$ cat src/rtl/hazard_forward_unit.sv
// Load-use stall and operand-forwarding unit for an in-order pipeline.
// Keeps a tag copy of every in-flight instruction from EX onward and derives forward selects and stalls from it.
module hazard_forward_unit #(
    parameter int NSTAGE     = 2,
    parameter int LOAD_READY = 2,
    parameter int RW         = 5,
    localparam int FW        = $clog2(NSTAGE + 1)
) (
    input  logic          CLK,
    input  logic          RST,
    input  logic          advance,
    input  logic          flush,
    input  logic          issue_valid,
    input  logic [RW-1:0] rs_ID,
    input  logic [RW-1:0] rt_ID,
    input  logic          uses_rt_ID,
    input  logic [RW-1:0] wsel_ID,
    input  logic          WEN_ID,
    input  logic          dREN_ID,
    output logic [FW-1:0] forward_A,
    output logic [FW-1:0] forward_B,
    output logic          stall_ID,
    output logic          fwd_err,
    output logic [15:0]   stall_cnt
);

    typedef struct packed {
        logic          valid;
        logic [RW-1:0] rs;
        logic [RW-1:0] rt;
        logic          uses_rt;
        logic [RW-1:0] wsel;
        logic          wen;
        logic          load;
    } tag_t;

    tag_t        tags_q [NSTAGE+1];
    tag_t        tags_d [NSTAGE+1];
    tag_t        id_tag;
    logic [15:0] stall_cnt_q, stall_cnt_d;
    logic [FW-1:0] fwd_a, fwd_b;
    logic        stall, err;

    function automatic logic hits(input tag_t t, input logic [RW-1:0] r);
        return t.valid && t.wen && (t.wsel == r) && (r != '0);
    endfunction

    // Scan oldest to youngest so the youngest matching producer is the last one written.
    always_comb begin
        fwd_a = '0;
        fwd_b = '0;
        for (int k = NSTAGE; k >= 1; k--) begin
            if (tags_q[0].valid && hits(tags_q[k], tags_q[0].rs))
                fwd_a = FW'(k);
            if (tags_q[0].valid && tags_q[0].uses_rt && hits(tags_q[k], tags_q[0].rt))
                fwd_b = FW'(k);
        end
    end

    always_comb begin
        err = 1'b0;
        for (int k = 1; k <= NSTAGE; k++) begin
            if ((k < LOAD_READY) && tags_q[k].load && ((fwd_a == FW'(k)) || (fwd_b == FW'(k))))
                err = 1'b1;
        end
    end

    // A load in stage s is usable by the ID instruction one stage later, at s+1.
    always_comb begin
        stall = 1'b0;
        for (int s = 0; s <= NSTAGE; s++) begin
            if ((s + 1 < LOAD_READY) && tags_q[s].load &&
                (hits(tags_q[s], rs_ID) || (uses_rt_ID && hits(tags_q[s], rt_ID))))
                stall = 1'b1;
        end
        stall = stall && issue_valid && !flush;
    end

    always_comb begin
        id_tag = '{valid:   issue_valid && !stall && !flush,
                   rs:      rs_ID,
                   rt:      rt_ID,
                   uses_rt: uses_rt_ID,
                   wsel:    wsel_ID,
                   wen:     WEN_ID,
                   load:    dREN_ID};
        tags_d      = tags_q;
        stall_cnt_d = stall_cnt_q;
        if (advance) begin
            for (int k = NSTAGE; k >= 1; k--)
                tags_d[k] = tags_q[k-1];
            tags_d[0] = id_tag;
            if (stall && (stall_cnt_q != 16'hFFFF))
                stall_cnt_d = stall_cnt_q + 16'd1;
        end else if (flush) begin
            tags_d[0].valid = 1'b0;
        end
    end

    always_ff @(posedge CLK) begin
        if (RST) begin
            for (int k = 0; k <= NSTAGE; k++)
                tags_q[k] <= '0;
            stall_cnt_q <= '0;
        end else begin
            for (int k = 0; k <= NSTAGE; k++)
                tags_q[k] <= tags_d[k];
            stall_cnt_q <= stall_cnt_d;
        end
    end

    assign forward_A = fwd_a;
    assign forward_B = fwd_b;
    assign stall_ID  = stall;
    assign fwd_err   = err;
    assign stall_cnt = stall_cnt_q;

endmodule

$ cat config.mk
export PLATFORM = sky130hd
export DESIGN_NAME = hazard_forward_unit
export DESIGN_NICKNAME = d
export VERILOG_FILES = /design/src/rtl/hazard_forward_unit.sv
export SDC_FILE = /design/constraint.sdc
export NUM_CORES = 1
export LEC_CHECK = 0
export ABC_AREA = 1
export BUFFER_PORTS_ARGS = -buffer_cell sky130_fd_sc_hd__buf_2
export CAP_MARGIN = 15
export CORE_UTILIZATION = 40
export CTS_CLUSTER_DIAMETER = 150
export DETAILED_ROUTE_END_ITERATION = 8
export HOLD_SLACK_MARGIN = 0.03
export PLACE_DENSITY = 0.66
export SETUP_SLACK_MARGIN = 0.3
export SLEW_MARGIN = 20
export SYNTH_ARGS = -nofsm -noshare
export SYNTH_HDL_FRONTEND = slang
export SYNTH_SLANG_ARGS = --single-unit
$ cat constraint.sdc
create_clock -name CLK -period 3.3 [get_ports CLK]
set_input_delay 0.495 -clock CLK [delete_from_list [all_inputs] [get_ports CLK]]
set_output_delay 0.495 -clock CLK [all_outputs]
set_load 0.02 [all_outputs]
==> metrics.csv <==
stage,metric,value,unit
outcome,outcome,"complete, but fails checks",
outcome,violations,DRC,
logic_synthesis,yosysTopAreaCell,dfxtp_1,
grt,grt_max_degree,43,
clocking,htreeDepth,2,
critical_path,cp-end-kind,output port,
sta,grt_setup_unrepaired,false,
clocking,cts.sink_count,50,
power,p_seq_share,57.7,%
critical_path,r2r_slack,1390,ps
sta,max_slew_margin,45.57,%
sta,finalSetupViolCount,0,
routing,vias_per_cell,5.192,
routing,drc,6,
finish,drive_gt1_share,17.75,%
logic_synthesis,syn_inst,381,
critical_path,slowest_stage,dfxtp_1,
clocking,cts_buffers,5,
critical_path,crit_buf_inv,2,
flow_run,maxCapViolations,0,
critical_path,cp_max_fo,18,
floorplan,die_x,84.12,um
finish,area_growth,12.48,%
clocking,cts_tree,done,
routing,wl,6520,um
critical_path,arrival,1920,ps
logic_synthesis,yosysWarnings,0,
routing,drt-pass1-iter-count,7,
critical_path,cp-start-kind,flop,
finish,seq_area,1001,um2
logic_synthesis,synth.lib_cells_used.distinct,33,
sta,fin_crit_sh,73.31,%
clocking,hold_buffers,0,
logic_synthesis,ys_seq_area_share,37.11,%
floorplan,die_h,84.12,um
routing,wl_per_cell,13.20,um
power,intPower,830.9,uW
logic_synthesis,ys_seq_elements,50,
floorplan,io_pins,45,
clocking,root_buffer,clkbuf_8,
grt,grt_overflow_total,0,
critical_path,crit_required,2800,ps
routing,num_vias,2565,
floorplan,rows,29,
routing,drt_iter0_drc,140,
finish,multi_input_area,1499,um2
finish,final_net_count,441,
sta,finalHoldViolCount,0,
power,p_per_area,377.4,nW/um2
clocking,clk_pin_slew_worst_paths,90,ps
floorplan,coreArea,6422,um2
critical_path,crit_path_frequent_cell,nand2_1,
clocking,cts_buffer_depth,2,
logic_synthesis,yosys-top-cells-area,"dfxtp_1, nand2_1, o21ai_0",
finish,n_antenna_cell,0,
critical_path,worstPathCellList,"nand2_1, inv_1, nand2_1, nor2_1, nand4_1, nand2_2, nand2_1, nor3_1, buf_2",
grt,grt_antenna_before_repair,0,
sta,worstMarginPinSlew,815.6,ps
finish,layout_commonest_cell,nand2_1,
place,pre_cts_slack,1054,ps
finish,fill_cells,665,
floorplan,dieArea,7076,um2
worst_hold_path,hold_path.class,in -> reg,
clocking,cts_setup_buffers,0,
floorplan,start_util,42.00,%
logic_synthesis,syn_area,2698,um2
critical_path,path_class,reg -> out,
sta,finalSetupTns,0,ps
sta,slew_viol_final,0,
power,swShare,27.45,%
grt,grt_pass1_vias,2314,
grt,grt_pass1_wl,10950,um
power,ir_worst_vdd,0.0002699,V
logic_synthesis,synth.top_cell.area_share,37.11,%
place,hpwl,4654,um
clocking,cts-resized-gates,0,
logic_synthesis,syn_avg_cell_area,7.080,um2
power,combPwrFrac,11.8,%
power,p_clk_share,30.5,%
sta,setup_ws,880.9,ps
critical_path,cp_top_family,simple AND/OR/NAND/NOR gates,
critical_path,critPathMaxStageDelay,410,ps
finish,final_cell_mix,"nand2_1, dfxtp_1, nor2_1, buf_2, o21ai_0",
routing,final_antenna_net_count,0,
power,p_total,1.145,mW
sta,min_period,2419,ps
place,place_congestion,0.9057,
power,leakage,1.232,nW
sta,clock_skew,13.63,ps
grt,grt_usage,19.00,%
place,numPortBuffers,44,
logic_synthesis,syn_nets,405,
power,switchingPower,314.3,uW
clocking,insertion_delay,310,ps
sta,fmax,413.4,MHz
## synthesized netlist by cell type, drive strengths merged
master   instances
nand2           72
dfxtp           50
nor2            50
a21oi           42
o21ai           37
inv             32
nand4           25
clkbuf          13
xor2            13
xnor2           12
nand3           10
nor3             7
buf              4
nor3b            2
nor4             2
or2              2
a221oi           1
and2             1
ha               1
nand3b           1
o2111ai          1
o211ai           1
o21a             1
o22ai            1
## cell families after synthesis
logic type	share of synthesized area [%]
AOI/OAI and AO/OA	17.49
xor gates and xnor gates	8.117
adders and majority gates	0.4637
buffers and inverters	7.329
DFF	37.11
and+or+nand+nor	29.50
## power groups by stage
stage               combinational [mW]  clock (mW)  sequential, mW
finish                           0.135       0.350           0.660
global route                     0.155       0.376           0.664
CTS                              0.135       0.359           0.660
detailed placement               0.134           0           0.674
global placement                 0.133           0           0.673
floorplan                        0.100           0           0.665
## path summary, 6_finish.rpt
kind	startpoint	to	cells past startpoint
min	dREN_ID	tags_q[38]	3
min reg2reg	tags_q[1]	tags_q[1]	2
max	tags_q[56]	stall_ID	9
max reg2reg	stall_cnt[0]	stall_cnt[15]	9
## stage by stage
| stage | utilization [%] | cell area [um2] | hold WS, ps | cells |
|---|---|---|---|---|
| after floorplan | - | 2698 | 462.6 | 381 |
| final | 47.24 | 3034 | 444.7 | 494 |
| after global routing | 47.24 | 3034 | 466.9 | 494 |
| after global placement | 45.96 | 2952 | 479.3 | 487 |
| after CTS | 47.24 | 3034 | 440.8 | 494 |
| after detailed placement | 45.96 | 2952 | 490.7 | 487 |
## area by class of cell
class	instances	area share (%)
Timing Repair Buffer	46	7.753
Inverter	32	3.959
Clock buffer	5	2.268
Clock inverter	2	0.4536
Multi-Input combinational cell	282	49.40
Sequential cell	50	32.99
Tap cell	77	3.175
## state kept, by name, indices dropped and copies added (netlist names)
name       flops
tags_q        34
stall_cnt     16
## per-layer routing
metal | wire length (um) | track usage (%) | vias up
met5 | 0 | 0 | -
met4 | 46 | 3.605 | 0
met3 | 190 | 3.462 | 4
met2 | 2809 | 29.51 | 45
met1 | 3473 | 27.65 | 1176
li1 | - | - | 1340
## worst register-to-register path: stages (launching register included)
cell	delay (ps)
dfxtp_1	380
ha_1	250
nand2_1	140
nor2_4	70
nand4_1	80
nor2_2	60
nor2_4	340
nand3_4	250
nand2_1	160
a21oi_2	60
No activity file was read; power rests on OpenSTA's default activity.
